`src/rtl/ddr3_traffic_generator.sv`:
```
// Memory test traffic generator: writes a pattern to a contiguous address range,
// reads it back, and reports mismatches and read-data timeouts.
module ddr3_traffic_generator #(
   parameter int unsigned ADDRESS_BITWIDTH      = 15,
   parameter int unsigned BANK_ADDRESS_BITWIDTH = 3,
   parameter int unsigned DQ_BITWIDTH           = 16,
   parameter int unsigned NUM_WORDS             = 256,
   parameter int unsigned TIMEOUT_CYCLES        = 1024
) (
   input  logic                                              clk,
   input  logic                                              reset,
   input  logic                                              start,
   input  logic [1:0]                                        mode,
   input  logic [DQ_BITWIDTH-1:0]                            seed,
   input  logic [BANK_ADDRESS_BITWIDTH+ADDRESS_BITWIDTH-1:0] base_address,
   input  logic                                              cmd_ready,
   output logic                                              write_enable,
   output logic                                              read_enable,
   output logic [BANK_ADDRESS_BITWIDTH+ADDRESS_BITWIDTH-1:0] i_user_data_address,
   output logic [DQ_BITWIDTH-1:0]                            i_user_data,
   input  logic [DQ_BITWIDTH-1:0]                            o_user_data,
   input  logic                                              o_user_data_valid,
   output logic                                              busy,
   output logic                                              done,
   output logic                                              pass,
   output logic                                              timeout,
   output logic [15:0]                                       error_count,
   output logic [BANK_ADDRESS_BITWIDTH+ADDRESS_BITWIDTH-1:0] first_error_address
);

   localparam int unsigned AW = BANK_ADDRESS_BITWIDTH + ADDRESS_BITWIDTH;
   localparam int unsigned DW = DQ_BITWIDTH;
   localparam int unsigned TW = $clog2(TIMEOUT_CYCLES + 1);
   localparam logic [AW-1:0] LAST = AW'(NUM_WORDS - 1);
   localparam logic [DW-1:0] TAPS = (DW == 16) ? DW'(16'hB400) : DW'(8'hB8);

   typedef enum logic [1:0] {IDLE, WRITE, READ, DONE} state_t;

   state_t        state_q, state_d;
   logic [1:0]    mode_q, mode_d;
   logic [AW-1:0] base_q, base_d;
   logic [AW-1:0] wr_idx_q, wr_idx_d;
   logic [AW-1:0] rd_idx_q, rd_idx_d;
   logic [AW-1:0] chk_idx_q, chk_idx_d;
   logic [DW-1:0] chk_pat_q, chk_pat_d;
   logic [TW-1:0] tmo_q, tmo_d;
   logic          we_d, re_d, busy_d, done_d, pass_d, timeout_d;
   logic [AW-1:0] addr_d, fea_d;
   logic [DW-1:0] data_d;
   logic [15:0]   err_d;
   logic          finish;

   // First word of a pattern; LFSR seed 0 would lock up, so it becomes 1.
   function automatic logic [DW-1:0] pat_init(input logic [1:0] m, input logic [DW-1:0] s);
      case (m)
         2'd1:    pat_init = DW'(1);
         2'd2:    pat_init = (s == '0) ? DW'(1) : s;
         default: pat_init = s;
      endcase
   endfunction

   // Pattern word n+1 derived from word n.
   function automatic logic [DW-1:0] pat_next(input logic [1:0] m, input logic [DW-1:0] cur);
      case (m)
         2'd0:    pat_next = cur + DW'(1);
         2'd1:    pat_next = {cur[DW-2:0], cur[DW-1]};
         2'd2:    pat_next = (cur >> 1) ^ (cur[0] ? TAPS : '0);
         default: pat_next = ~cur;
      endcase
   endfunction

   always_ff @(posedge clk or posedge reset) begin
      if (reset) begin
         state_q             <= IDLE;
         mode_q              <= '0;
         base_q              <= '0;
         wr_idx_q            <= '0;
         rd_idx_q            <= '0;
         chk_idx_q           <= '0;
         chk_pat_q           <= '0;
         tmo_q               <= '0;
         write_enable        <= 1'b0;
         read_enable         <= 1'b0;
         i_user_data_address <= '0;
         i_user_data         <= '0;
         busy                <= 1'b0;
         done                <= 1'b0;
         pass                <= 1'b0;
         timeout             <= 1'b0;
         error_count         <= '0;
         first_error_address <= '0;
      end else begin
         state_q             <= state_d;
         mode_q              <= mode_d;
         base_q              <= base_d;
         wr_idx_q            <= wr_idx_d;
         rd_idx_q            <= rd_idx_d;
         chk_idx_q           <= chk_idx_d;
         chk_pat_q           <= chk_pat_d;
         tmo_q               <= tmo_d;
         write_enable        <= we_d;
         read_enable         <= re_d;
         i_user_data_address <= addr_d;
         i_user_data         <= data_d;
         busy                <= busy_d;
         done                <= done_d;
         pass                <= pass_d;
         timeout             <= timeout_d;
         error_count         <= err_d;
         first_error_address <= fea_d;
      end
   end

   always_comb begin
      state_d   = state_q;
      mode_d    = mode_q;
      base_d    = base_q;
      wr_idx_d  = wr_idx_q;
      rd_idx_d  = rd_idx_q;
      chk_idx_d = chk_idx_q;
      chk_pat_d = chk_pat_q;
      tmo_d     = tmo_q;
      we_d      = write_enable;
      re_d      = read_enable;
      addr_d    = i_user_data_address;
      data_d    = i_user_data;
      busy_d    = busy;
      done_d    = done;
      pass_d    = pass;
      timeout_d = timeout;
      err_d     = error_count;
      fea_d     = first_error_address;
      finish    = 1'b0;

      case (state_q)
         IDLE, DONE: begin
            if (start) begin
               state_d   = WRITE;
               mode_d    = mode;
               base_d    = base_address;
               wr_idx_d  = '0;
               rd_idx_d  = '0;
               chk_idx_d = '0;
               chk_pat_d = pat_init(mode, seed);
               tmo_d     = '0;
               we_d      = 1'b1;
               re_d      = 1'b0;
               addr_d    = base_address;
               data_d    = pat_init(mode, seed);
               busy_d    = 1'b1;
               done_d    = 1'b0;
               pass_d    = 1'b0;
               timeout_d = 1'b0;
               err_d     = '0;
               fea_d     = '0;
            end
         end
         WRITE: begin
            if (cmd_ready) begin
               if (wr_idx_q == LAST) begin
                  state_d = READ;
                  we_d    = 1'b0;
                  re_d    = 1'b1;
                  addr_d  = base_q;
               end else begin
                  wr_idx_d = wr_idx_q + AW'(1);
                  addr_d   = i_user_data_address + AW'(1);
                  data_d   = pat_next(mode_q, i_user_data);
               end
            end
         end
         READ: begin
            // Command issue and data checking run independently in this phase.
            if (read_enable && cmd_ready) begin
               if (rd_idx_q == LAST) begin
                  re_d = 1'b0;
               end else begin
                  rd_idx_d = rd_idx_q + AW'(1);
                  addr_d   = i_user_data_address + AW'(1);
               end
            end
            if (o_user_data_valid) begin
               tmo_d = '0;
               if (o_user_data != chk_pat_q) begin
                  if (error_count != 16'hFFFF) err_d = error_count + 16'd1;
                  if (error_count == '0) fea_d = base_q + chk_idx_q;
               end
               chk_idx_d = chk_idx_q + AW'(1);
               chk_pat_d = pat_next(mode_q, chk_pat_q);
               if (chk_idx_q == LAST) finish = 1'b1;
            end else begin
               tmo_d = tmo_q + TW'(1);
               if (tmo_d == TW'(TIMEOUT_CYCLES)) begin
                  timeout_d = 1'b1;
                  finish    = 1'b1;
               end
            end
            if (finish) begin
               state_d = DONE;
               we_d    = 1'b0;
               re_d    = 1'b0;
               busy_d  = 1'b0;
               done_d  = 1'b1;
               pass_d  = (err_d == '0) && !timeout_d;
            end
         end
         default: state_d = IDLE;
      endcase
   end

endmodule

```
`config.mk`:
```
export PLATFORM = sky130hd
export DESIGN_NAME = ddr3_traffic_generator
export DESIGN_NICKNAME = d
export VERILOG_FILES = /design/src/rtl/ddr3_traffic_generator.sv
export SDC_FILE = /design/constraint.sdc
export NUM_CORES = 1
export LEC_CHECK = 0
export BUFFER_PORTS_ARGS = -buffer_cell sky130_fd_sc_hd__buf_2
export CAP_MARGIN = 25
export CORE_MARGIN = 2
export CORE_UTILIZATION = 30
export CTS_CLUSTER_DIAMETER = 150
export CTS_CLUSTER_SIZE = 25
export DETAILED_ROUTE_END_ITERATION = 12
export PLACE_DENSITY = 0.5
export SYNTH_ARGS = -nofsm -noshare
export SYNTH_HDL_FRONTEND = slang
export SYNTH_SLANG_ARGS = --single-unit
```
`constraint.sdc`:
```
create_clock -name clk -period 7.7 [get_ports clk]
set_clock_uncertainty 0.15 [all_clocks]
set_input_delay 0.385 -clock clk [delete_from_list [all_inputs] [get_ports clk]]
set_output_delay 0.385 -clock clk [all_outputs]
set_load 0.03 [all_outputs]
```
==> metrics <==
CTS buffer count=17; fmax=286 MHz; post-synth top area cell=dfrtp_1; Final period util=a little under half; clk sinks=about 180; hold slack=-0.0210 ns; number of placed I/O pins=131; nets@finish=between 1.5k and 2k; Finished Cell Area=approximately 0.013 sq mm; ANT cells=0; vias in the first global route=9859; Placer Congestion=approximately 0.83; Die X=202 microns; Fin. Hold Viols=18; CTS tree=built; CP endpoint kind=flip-flop; CP Class=flip-flop to flip-flop; Slew Limit Fails=0; postcts setup bufs=0; Setup Viol. Count Final=0; Hold-fix buffers, CTS=0; largest net degree at the start of global routing=about 120; RSZ-0062 raised after global routing=false; Tmin final=3.50 ns; final wirelength=33900 microns; Worst setup SP type=flip-flop; fill count=4013; Seq cells post-synth=around 180; fraction of layout cells with a size suffix above 1=~16%; Post-DRT Antenna Nets=0; Worst EP required=about 7.9 ns; relative slew slack=35.0%; Detailed Routing Iterations Pass 1=5; most frequent cells in the layout=dfrtp_1, nand2_1, buf_2; Hold Path Class=input port to async pin; Netlist Area Pre-Place=approximately 0.012 sq mm; number of buffers added on ports=130; H-tree depth=4; Seq/Total Area, Yosys=a little under two fifths; count of different cell masters after synthesis=slightly above 80; Power Dens Cells=about 380 mW/mm^2; R2R setup slack=4.20 ns; initial antenna violation count=0; crit path max fanout=17; CTS Buffer Depth=2; most common cell after layout, fill and taps aside=dfrtp_1; estimated wirelength of the detail-placed design=around 24000 microns; Cell Rows=72; routed len/inst=between 15 and 20 microns; Synthesized Nets=about 1.4k; MaxCap Viol Count=0; synth-to-layout area growth=14.4%; Mean Syn Cell Area=approximately 8.7 sq um; worst r2r src=chk_pat_q[6]; Synth Flop Type=dfrtp_1; DRC Markers=0; CTS root buf=clkbuf_16; CTS clk-pin slew, worst paths=0.07 ns; failing checks=hold timing; # resized after CTS=0; die area=roughly 0.041 sq mm; 1st-iter DRT viols=between 600 and 700; FF-to-FF path depth=7; top-area cell type share of the netlist area=a little under two fifths; Leakage=~5.7 nW; TNS Setup=0 ns; Yosys Warn Count=0; Area contributors post-synth=dfrtp_1, nand2_1, o21ai_0; Via density=5.25; Placed Area=roughly 0.013 sq mm; Core Area=about 0.039 sq mm; first-pass GRT wire length=about 55000 microns; maximum VDD drop=between 200 and 250 uV; total gr overflow=0; WP data arrival=between 3 and 4 ns; GRT Total Usage=16.8%; vias after detailed routing=10.3k; post-synthesis cell count=between 1k and 1.5k; ys async rst share=between 90% and 100%; Post-synth EDFFs=0; Die Height=202 microns; Crit Reg-Reg Endpoint=pass; Starting Density=30.4%; actual slew at the worst max-slew pin=approximately 1 ns; clk_lat worst skew=roughly 0.45 ns; status=finished, violations left
cell families after synthesis:
kind of cell               count (synthesis)  synth area share [%]
muxes                                     45                  5.08
DFF                                      177                  37.7
adders and majority gates                 32                  3.47
buffers and inverters                    123                  4.50
AOI/OAI and AO/OA                        341                  19.0
xor gates and xnor gates                 118                  8.92
and+or+nand+nor                          514                  21.3
power by group:
group | total [mW] | internal, mW | switching (mW)
logic | 2.70 | 1.02 | 1.68
registers | 1.58 | 1.20 | 0.381
clock network | 0.829 | 0.416 | 0.413
total | 5.11 | 2.64 | 2.47
routing by layer:
metal / GRT usage, % / share of wire, %
met1: 23.6 / 48
met2: 26.4 / 45
met3: 2.93 / 4.6
met4: 4.88 / 1.8
met5: 0 / 0
through the flow:
stage	util, %	std cells	total power, mW	setup slack [ns]
detailed placement	33.2	1933	4.25	3.76
CTS	34.6	1964	5.11	3.69
floorplan	-	1350	3.53	2.36
finish	34.8	1967	5.11	4.20
global placement	33.2	1930	4.21	3.86
global route	34.8	1967	5.52	4.02
flip-flops by register name (all words and copies together) (netlist names), 18 cells and up:
| signal | flops |
|---|---|
| base_q | 18 |
| i_user_data_address | 18 |
| wr_idx_q | 18 |
| first_error_address | 18 |
| rd_idx_q | 18 |
| chk_idx_q | 18 |
critical path, cell delays in order (launching register included):
cell and delay (ns):
dfrtp_1 0.58, xnor2_1 0.16, nand4_1 0.20, o41ai_4 0.87, o21bai_1 0.24, a2111oi_4 0.38
or4b_1 0.48, o41ai_2 0.31
synthesized netlist by cell type, types with 6 or more instances:
master,instances
o31ai_1,24
o2bb2ai_1,7
nand2b_1,10
buf_1,11
nand3_1,47
buf_6,6
nor2_1,118
inv_1,39
and3_1,24
a211oi_1,11
o31a_1,7
buf_2,12
nand4_1,34
a31oi_1,17
or4_1,7
o211ai_1,15
a21o_1,11
nor2b_1,22
nor3_1,26
dfrtp_1,177
o21ai_0,110
ha_1,31
xor2_1,54
and4_1,6
o21a_1,8
a21oi_1,65
mux2_2,23
clkbuf_1,52
nor4_1,22
mux4_2,9
and2_1,11
a221oi_1,13
nand2_1,157
o22ai_1,6
xnor2_1,62
mux2i_1,12
or3_1,11
worst max path at each step:
stage            startpoint             to  slack, ns  cells after the start
4_1_cts          state_q[0]  chk_pat_q[15]       3.69                      8
2_1_floorplan         reset      base_q[0]       2.36                      1
3_5_place_dp     state_q[0]  chk_pat_q[15]       3.76                      8
6_report       chk_pat_q[6]           pass       4.20                      7
3_3_place_gp     state_q[0]  chk_pat_q[15]       3.86                      8
5_1_grt        chk_pat_q[6]           pass       4.02                      7
cell type report:
cell class	count	area [sq um]	share of cell area [%]
Clock buffer	18	429	3.19
Inverter	40	158	1.17
Tap cell	518	648	4.82
Clock inverter	13	100	0.745
Timing Repair Buffer	151	852	6.34
Sequential cell	177	4430	33.0
Multi-Input combinational cell	1050	6820	50.7
No activity file was read; power rests on OpenSTA's default activity.
